==> src/rtl/register_bank_pkg.sv <==
// Shared definitions for the register bank: write-mode encodings, also used by the control
// unit decoder.
package register_bank_pkg;

    typedef logic [2:0] wmode_t;

    localparam wmode_t MODE_HOLD = 3'b000;
    localparam wmode_t MODE_LOAD = 3'b001;
    localparam wmode_t MODE_CLR  = 3'b010;
    localparam wmode_t MODE_INC  = 3'b011;
    localparam wmode_t MODE_DEC  = 3'b100;
    localparam wmode_t MODE_SHL  = 3'b101;
    localparam wmode_t MODE_SHR  = 3'b110;
    localparam wmode_t MODE_RSVD = 3'b111;

endpackage

==> src/rtl/reg_op_unit.sv <==
// Combinational write-port operator: computes the next register value and flags for one mode.
module reg_op_unit
    import register_bank_pkg::*;
#(
    parameter int unsigned WIDTH = 8
) (
    input  logic [WIDTH-1:0] r_i,
    input  logic [WIDTH-1:0] wdata_i,
    input  wmode_t           wmode_i,
    output logic [WIDTH-1:0] next_o,
    output logic             carry_o,
    output logic             zero_o,
    output logic             changes_flags_o
);

    always_comb begin
        next_o          = r_i;
        carry_o         = 1'b0;
        changes_flags_o = 1'b1;
        unique case (wmode_i)
            MODE_LOAD: next_o = wdata_i;
            MODE_CLR:  next_o = '0;
            MODE_INC:  {carry_o, next_o} = {1'b0, r_i} + {{WIDTH{1'b0}}, 1'b1};
            MODE_DEC: begin
                next_o  = r_i - {{(WIDTH-1){1'b0}}, 1'b1};
                carry_o = (r_i == '0);
            end
            MODE_SHL: begin
                next_o  = {r_i[WIDTH-2:0], wdata_i[0]};
                carry_o = r_i[WIDTH-1];
            end
            MODE_SHR: begin
                next_o  = {wdata_i[0], r_i[WIDTH-1:1]};
                carry_o = r_i[0];
            end
            default: changes_flags_o = 1'b0;  // HOLD and reserved
        endcase
    end

    assign zero_o = (next_o == '0);

endmodule

==> src/rtl/register_bank.sv <==
// Bank of NREGS registers with one moded write port, two combinational read ports and
// registered zero/carry flags for the control unit.
module register_bank
    import register_bank_pkg::*;
#(
    parameter int unsigned      WIDTH     = 8,
    parameter int unsigned      NREGS     = 4,
    parameter int unsigned      SELW      = 2,
    parameter logic [WIDTH-1:0] RESET_VAL = '0,
    parameter bit               BYPASS    = 1'b0
) (
    input  logic             clk_i,
    input  logic             rst_ni,
    input  logic             we_i,
    input  logic [SELW-1:0]  wsel_i,
    input  wmode_t           wmode_i,
    input  logic [WIDTH-1:0] wdata_i,
    input  logic [SELW-1:0]  rsel_a_i,
    input  logic [SELW-1:0]  rsel_b_i,
    output logic [WIDTH-1:0] out_a_o,
    output logic [WIDTH-1:0] out_b_o,
    output logic             zero_o,
    output logic             carry_o
);

    logic [WIDTH-1:0] regs_q [NREGS];
    logic [WIDTH-1:0] regs_d [NREGS];
    logic             zero_q, zero_d;
    logic             carry_q, carry_d;

    logic [WIDTH-1:0] wr_cur;
    logic             wsel_valid;
    logic [WIDTH-1:0] op_next;
    logic             op_carry, op_zero, op_flags;
    logic             wr_en;

    always_comb begin
        wr_cur     = '0;
        wsel_valid = 1'b0;
        for (int i = 0; i < int'(NREGS); i++) begin
            if (wsel_i == SELW'(i)) begin
                wr_cur     = regs_q[i];
                wsel_valid = 1'b1;
            end
        end
    end

    reg_op_unit #(
        .WIDTH (WIDTH)
    ) u_op (
        .r_i             (wr_cur),
        .wdata_i         (wdata_i),
        .wmode_i         (wmode_i),
        .next_o          (op_next),
        .carry_o         (op_carry),
        .zero_o          (op_zero),
        .changes_flags_o (op_flags)
    );

    assign wr_en = we_i & wsel_valid & op_flags;

    always_comb begin
        for (int i = 0; i < int'(NREGS); i++) begin
            regs_d[i] = regs_q[i];
            if (wr_en && wsel_i == SELW'(i)) begin
                regs_d[i] = op_next;
            end
        end
        zero_d  = wr_en ? op_zero : zero_q;
        carry_d = wr_en ? op_carry : carry_q;
    end

    always_ff @(posedge clk_i or negedge rst_ni) begin
        if (!rst_ni) begin
            for (int i = 0; i < int'(NREGS); i++) begin
                regs_q[i] <= RESET_VAL;
            end
            zero_q  <= 1'b0;
            carry_q <= 1'b0;
        end else begin
            regs_q  <= regs_d;
            zero_q  <= zero_d;
            carry_q <= carry_d;
        end
    end

    // Out-of-range selects read as zero; bypass forwards the in-flight write result.
    always_comb begin
        out_a_o = '0;
        out_b_o = '0;
        for (int i = 0; i < int'(NREGS); i++) begin
            if (rsel_a_i == SELW'(i)) out_a_o = regs_q[i];
            if (rsel_b_i == SELW'(i)) out_b_o = regs_q[i];
        end
        if (BYPASS && wr_en && rsel_a_i == wsel_i) out_a_o = op_next;
        if (BYPASS && wr_en && rsel_b_i == wsel_i) out_b_o = op_next;
    end

    assign zero_o  = zero_q;
    assign carry_o = carry_q;

endmodule

==> config.mk <==
export PLATFORM = sky130hd
export DESIGN_NAME = register_bank
export DESIGN_NICKNAME = d
export VERILOG_FILES = /design/src/rtl/register_bank_pkg.sv /design/src/rtl/reg_op_unit.sv /design/src/rtl/register_bank.sv
export SDC_FILE = /design/constraint.sdc
export NUM_CORES = 1
export LEC_CHECK = 0
export ABC_AREA = 0
export CAP_MARGIN = 20
export CORE_ASPECT_RATIO = 0.75
export CORE_MARGIN = 4
export CORE_UTILIZATION = 55
export DETAILED_ROUTE_END_ITERATION = 8
export HOLD_SLACK_MARGIN = 0.03
export PLACE_DENSITY = 0.85
export SLEW_MARGIN = 20
export SYNTH_ARGS = -nofsm -noshare
export SYNTH_HDL_FRONTEND = slang
export SYNTH_SLANG_ARGS = --single-unit
export TNS_END_PERCENT = 100
==> constraint.sdc <==
create_clock -name clk_i -period 3.5 [get_ports clk_i]
set_clock_uncertainty 0.05 [all_clocks]
set_input_delay 1.05 -clock clk_i [delete_from_list [all_inputs] [get_ports clk_i]]
set_output_delay 1.05 -clock clk_i [all_outputs]
set_load 0.01 [all_outputs]
==> results of run 1 <==
## path summary, 6_finish.rpt
check	end	slack (ps)	cells past startpoint
max	zero_o$_DFFE_PN0P_	-50	11
min	zero_o$_DFFE_PN0P_	470	2
min reg2reg	zero_o$_DFFE_PN0P_	470	2
max reg2reg	zero_o$_DFFE_PN0P_	390	10
max in group asynchronous	zero_o$_DFFE_PN0P_	1950	2
min in group asynchronous	regs_q[8]$_DFFE_PN0P_	1120	2
## cell type report
type / count / area [um^2] / area share, %
Clock buffer: 7 / 86.3 / 2.42
Clock inverter: 1 / 5.00 / 0.140
Inverter: 6 / 25.0 / 0.702
Multi-Input combinational cell: 184 / 1730 / 48.6
Sequential cell: 34 / 851 / 23.9
Tap cell: 57 / 71.3 / 2.00
Timing Repair Buffer: 92 / 796 / 22.3
## power by group
part / switching, mW / internal [mW] / total (mW)
combinational: 0.656 / 0.844 / 1.50
clock: 0.141 / 0.159 / 0.300
sequential: 0.184 / 0.565 / 0.749
total: 0.981 / 1.57 / 2.55
## worst min-delay path, delay by kind of cell, from the launching register on
kind / cells / cell delay (ps)
flops: 1 / 360
simple gates: 1 / 80
compound gates: 1 / 50
## per-stage QoR
| stage | power, mW | hold WS [ps] | cell area [um^2] |
|---|---|---|---|
| finish | 2.55 | 470 | 3570 |
| global route | 2.69 | 497 | 3570 |
| CTS | 2.40 | 472 | 3480 |
| detailed placement | 2.15 | 454 | 3390 |
| global placement | 2.09 | 453 | 3390 |
| floorplan | 1.53 | 427 | 2650 |
## repair_timing
| item | 4_1_cts | 5_1_grt |
|---|---|---|
| buffers inserted | 2 | 3 |
| resized for setup | 39 | 20 |
| pin swaps | 0 | 11 |
| setup endpoints to repair | 41 | 9 |
## state kept, by name (all words and copies together), names as in the netlist
signal / cells
carry_o: 1
regs_q: 32
zero_o: 1
## synth_stat cells, drive strengths merged, types with 2 or more instances
cell type,number,area (um^2)
nand2,14,52.6
dfrtp,34,851
a211oi,4,30.0
ha,2,25.0
and4,3,26.3
o21a,3,22.5
a221oi,5,43.8
xnor2,3,26.3
nand3,5,25.0
nor3,7,35.0
nor4,2,27.5
mux2,28,315
or4,3,30.0
nand4,2,12.5
o21ai,7,35.0
a211o,2,17.5
nor3b,2,20.0
o31ai,2,15.0
clkbuf,15,56.3
xor2,2,17.5
nor2,27,101
mux4,24,552
nand2b,4,25.0
o22ai,4,25.0
a21oi,11,55.1
inv,6,22.5
o221ai,2,17.5
nor2b,2,12.5
buf,4,31.3
## kinds of logic (layout without fill, tap and decap cells)
group	count (synthesis)	in the layout
AOI/OAI and AO/OA	51	51
and+or+nand+nor	74	74
adders and majority gates	2	2
muxes	52	52
DFF	34	34
xor gates and xnor gates	5	5
buffers and inverters	25	106
## metal layers
metal  up-vias  track usage (%)
met1      1221             36.5
met2       127             42.2
met4         0             5.28
met3        14             5.42
li1       1111                -
met5         -                0
==> results.py, run 1 <==
metrics = {
    "status": {
        "run_status": "finished, violations left",
        "violations": "negative setup slack",
    },
    "route": {
        "wl_per_cell_um": 20.4,
        "wl_met3_um": 557,
        "drt-met1-wl_um": 3260,
        "first_pass_iters": 5,
        "avgViaCountPerCell": 6.49,
        "drc": 0,
        "drt_iter0_drc": 205,
        "drt.antenna.violating_nets": 0,
        "wl_um": 7770,
        "vias": 2473,
        "route.met2.wl_um": 3840,
        "top_layer": "met4",
    },
    "critical_path": {
        "crit_buf_inv": 3,
        "path_cells": "buf_8 -> mux4_2 -> buf_6 -> inv_4 -> ha_4 -> nor2b_4 -> o21ai_2 -> o32ai_2 -> or3_1 -> or4_4 -> o41ai_2",
        "critical_path.top_delay_family": "simple AND/OR/NAND/NOR gates",
        "cp_slowest_cell": "mux4_2",
        "cp_max_fo": 4,
        "r2r-start": "regs_q[0]$_DFFE_PN0P_",
        "cp-startpoint": "wsel_i[0]",
        "end_kind": "flip-flop",
        "crit_arrival_ps": 3680,
        "criticalPathCategory": "in2reg",
        "crit_path_start_kind": "input pin",
        "slowest_delay_ps": 530,
        "required_ps": 3630,
    },
    "placed_design": {
        "gp_congestion": 0.929,
        "pre_cts_slack_ps": -858,
        "dp_cells": 368,
        "portBuffers": 37,
        "dp_hpwl_um": 5590,
    },
    "layout": {
        "fill_cells": 291,
        "final_common_cell": "buf_4",
        "finalNonFillerCells": 381,
        "syn_to_final_growth_pct": 34.8,
        "antenna_cells": 0,
        "fin_util_pct": 78.4,
        "layout.nets": 345,
        "final_cell_mix": "buf_4, dfrtp_1, mux2_2",
        "drive_gt1_share_pct": 41.4,
    },
    "synth": {
        "synth_cell_types": 49,
        "synth-compound-area-share_pct": 13.7,
        "synthSimpleGateAreaFrac_pct": 14.6,
        "synth-edff-count": 0,
        "synth_seq_cells": 34,
        "ys_seq_area_share_pct": 32.2,
        "synth_xor_area_share_pct": 1.65,
        "syn_inst": 243,
        "syn-num-nets": 265,
        "async_flop_share_pct": 100,
        "synth-warning-count": 0,
        "synth_top_family_by_area": "multiplexers",
        "avgSynthCellArea_um2": 10.9,
        "synth.area.mux_share_pct": 32.8,
        "syn_area_mm2": 0.00265,
        "synth_ff_type": "dfrtp_1",
        "yosys.area_share.adder_pct": 0.946,
    },
    "sta": {
        "timing.fmax_mhz": 282,
        "final-hold-violation-count": 0,
        "setup_violations": 1,
        "rsz0062_at_grt": "true",
        "min_period_ps": 3550,
        "relSlewSlack_pct": 64.5,
        "final.setup.tns_ps": -51.2,
        "slew_violations": 0,
        "tightestPinTransition_ps": 531,
        "fin_ws_ps": -51.2,
        "fin_crit_sh_pct": 101,
    },
    "power_and_ir_drop": {
        "ir_worst_vdd_uv": 454,
        "leakage_nw": 1.53,
        "p_per_area_mw_per_mm2": 715,
    },
    "clock_tree": {
        "cts_buffers": 5,
        "cts_sinks": 34,
        "cts_hold_buf": 0,
        "cts_tree": "built",
        "path_clk_slew_ps": 70,
        "cts_max_level": 2,
        "insertion_delay_ps": 290,
        "root_buffer": "clkbuf_8",
        "clock_path_buffers": 2,
    },
    "die": {
        "die_x_um": 88.1,
        "core_area_mm2": 0.00455,
        "rows": 21,
        "io_pins": 38,
        "initial_core_util_pct": 58.2,
        "die-area_mm2": 0.00600,
        "die_h_um": 68.1,
    },
    "worst_hold_path": {
        "min-delay-start": "zero_o$_DFFE_PN0P_",
        "hp-class": "reg2reg",
    },
    "flow_run": {
        "cap_violations": 0,
    },
    "global_route": {
        "grt_pass1_vias": 2275,
        "grt_overflow": 0,
        "antenna_found_initial": 0,
        "track_usage_pct": 25.9,
        "grt_pass1_wl_um": 11600,
        "grt_start_max_net_pins": 35,
    },
}
Note: power is estimated with default switching activity, not from simulation.
==> inputs of run 2 (changes only) <==
--- a/config.mk
+++ b/config.mk
@@ -10,3 +10,2 @@
 export CORE_ASPECT_RATIO = 0.75
-export CORE_MARGIN = 4
 export CORE_UTILIZATION = 55
==> constraint.sdc (replaced) <==
create_clock -name clk_i -period 3.5 [get_ports clk_i]
set_clock_uncertainty 0.05 [all_clocks]
set_input_delay 0.7 -clock clk_i [delete_from_list [all_inputs] [get_ports clk_i]]
set_output_delay 0.7 -clock clk_i [all_outputs]
set_load 0.01 [all_outputs]
==> results.py, run 2 (same netlist as run 1, synthesis figures left out) <==
metrics = {
    "sta": {
        "relSlewSlack_pct": 63.3,
        "final-hold-violation-count": 0,
        "setup_violations": 0,
        "timing.fmax_mhz": 293,
        "min_period_ps": 3420,
        "slew_violations": 0,
        "fin_crit_sh_pct": 97.7,
        "rsz0062_at_grt": "false",
        "tightestPinTransition_ps": 551,
    },
    "critical_path": {
        "critical_path.top_delay_family": "compound AO/OA/AOI/OAI gates",
        "slowest_delay_ps": 560,
        "cp_max_fo": 9,
        "crit_arrival_ps": 3540,
        "cp_slowest_cell": "mux4_2",
        "required_ps": 3620,
        "end_kind": "flip-flop",
        "crit_buf_inv": 2,
        "criticalPathCategory": "in2reg",
        "path_cells": "clkdlybuf4s15_1 -> mux4_2 -> buf_4 -> or4_4 -> nor4_4 -> xor2_1 -> a211o_1 -> a22o_1 -> o41ai_2",
        "crit_path_start_kind": "input pin",
    },
    "route": {
        "drc": 0,
        "vias": 2474,
        "drt.antenna.violating_nets": 0,
        "wl_um": 7450,
        "wl_per_cell_um": 20.2,
        "drt_iter0_drc": 284,
        "avgViaCountPerCell": 6.72,
        "first_pass_iters": 4,
    },
    "global_route": {
        "grt_pass1_wl_um": 11500,
        "antenna_found_initial": 0,
        "grtUsageMet1_pct": 41.4,
        "grt_start_max_net_pins": 35,
        "grt_busiest_layer": "met2",
        "grt_pass1_vias": 2364,
        "grt_overflow": 0,
        "met3_usage_pct": 7.59,
        "grt_use_met2_pct": 51.1,
        "track_usage_pct": 31.5,
    },
    "layout": {
        "top_register": "regs_q",
        "final_common_cell": "buf_4",
        "final_cell_mix": "buf_4, clkdlybuf4s50_1, dfrtp_1",
        "design_area_mm2": 0.00342,
        "syn_to_final_growth_pct": 29.4,
        "layout.nets": 332,
        "largest_reg_flops": 32,
        "drive_gt1_share_pct": 34.7,
        "antenna_cells": 0,
        "finalNonFillerCells": 368,
    },
    "placed_design": {
        "portBuffers": 37,
        "dp_hpwl_um": 5620,
        "gp_congestion": 0.908,
        "placed_cell_area_mm2": 0.00332,
        "dp_cells": 360,
    },
    "power_and_ir_drop": {
        "fin_total_pwr_mw": 2.47,
        "ir_worst_vdd_uv": 442,
        "p_per_area_mw_per_mm2": 723,
        "leakage_nw": 1.42,
    },
    "status": {
        "run_status": "finished clean",
    },
    "clock_tree": {
        "cts_hold_buf": 0,
        "post_cts_buffers": 0,
        "cts_max_level": 2,
        "root_buffer": "clkbuf_8",
        "cts_resized": 2,
        "path_clk_slew_ps": 60,
        "insertion_delay_ps": 290,
        "cts_buffers": 5,
        "cts_sinks": 34,
        "cts_tree": "built",
        "clock_path_buffers": 2,
    },
    "die": {
        "core_area_mm2": 0.00455,
        "die_x_um": 82.1,
        "die_h_um": 62.1,
        "initial_core_util_pct": 58.2,
        "io_pins": 38,
        "rows": 21,
        "die-area_mm2": 0.00510,
    },
    "worst_hold_path": {
        "hp-class": "reg2reg",
    },
    "flow_run": {
        "cap_violations": 0,
    },
}
## run 2: worst reg2reg max path, cell delays in order, from the launching register on
cell,delay (ps)
dfrtp_1,420
mux4_2,500
buf_4,190
or4_4,560
nor4_4,190
xor2_1,100
a211o_1,330
a22o_1,220
o41ai_2,360
## run 2: where the power goes
group	internal [mW]	switching, mW	total (mW)
logic	0.822	0.601	1.42
registers	0.565	0.185	0.750
clock network	0.159	0.143	0.302
## run 2: per-stage QoR
stage          setup TNS [ps]  setup slack, ps  hold WS, ps  util (%)
2_1_floorplan               0              386          354         -
3_3_place_gp            -3900             -368          445      72.9
3_5_place_dp            -6330             -571          471      72.9
4_1_cts                     0             9.65          496      75.0
5_1_grt                     0             19.5          516      75.3
6_report                    0             81.6          499      75.3
## run 2: layout make-up
| cell class | count | area, um^2 |
|---|---|---|
| Clock buffer | 7 | 86.3 |
| Clock inverter | 1 | 5.00 |
| Fill cell | 288 | 1120 |
| Inverter | 6 | 22.5 |
| Multi-Input combinational cell | 184 | 1700 |
| Sequential cell | 34 | 851 |
| Tap cell | 57 | 71.3 |
| Timing Repair Buffer | 79 | 692 |
## run 2: worst paths after layout
| kind | from | to | slack, ps | depth (start not counted) |
|---|---|---|---|---|
| worst max-delay path | wsel_i[0] | zero_o$_DFFE_PN0P_ | 80 | 9 |
| worst min-delay path | zero_o$_DFFE_PN0P_ | zero_o$_DFFE_PN0P_ | 500 | 2 |
| max in group asynchronous | rst_ni | carry_o$_DFFE_PN0P_ | 2300 | 2 |
| worst max register to register | regs_q[0]$_DFFE_PN0P_ | zero_o$_DFFE_PN0P_ | 460 | 8 |
| min in group asynchronous | rst_ni | regs_q[2]$_DFFE_PN0P_ | 780 | 2 |
| worst min register to register | zero_o$_DFFE_PN0P_ | zero_o$_DFFE_PN0P_ | 500 | 2 |
## run 2: layer usage
metal | wire [um] | part of all wire (%)
met5 | 0 | 0
met1 | 3030 | 41
met3 | 608 | 8.2
met2 | 3690 | 50
met4 | 117 | 1.6
==> inputs of run 3 (changes only) <==
- CAP_MARGIN: 20 -> unset
==> results of run 3 <==
Same layout as run 2: the final DEF is identical, and so are final timing and power.
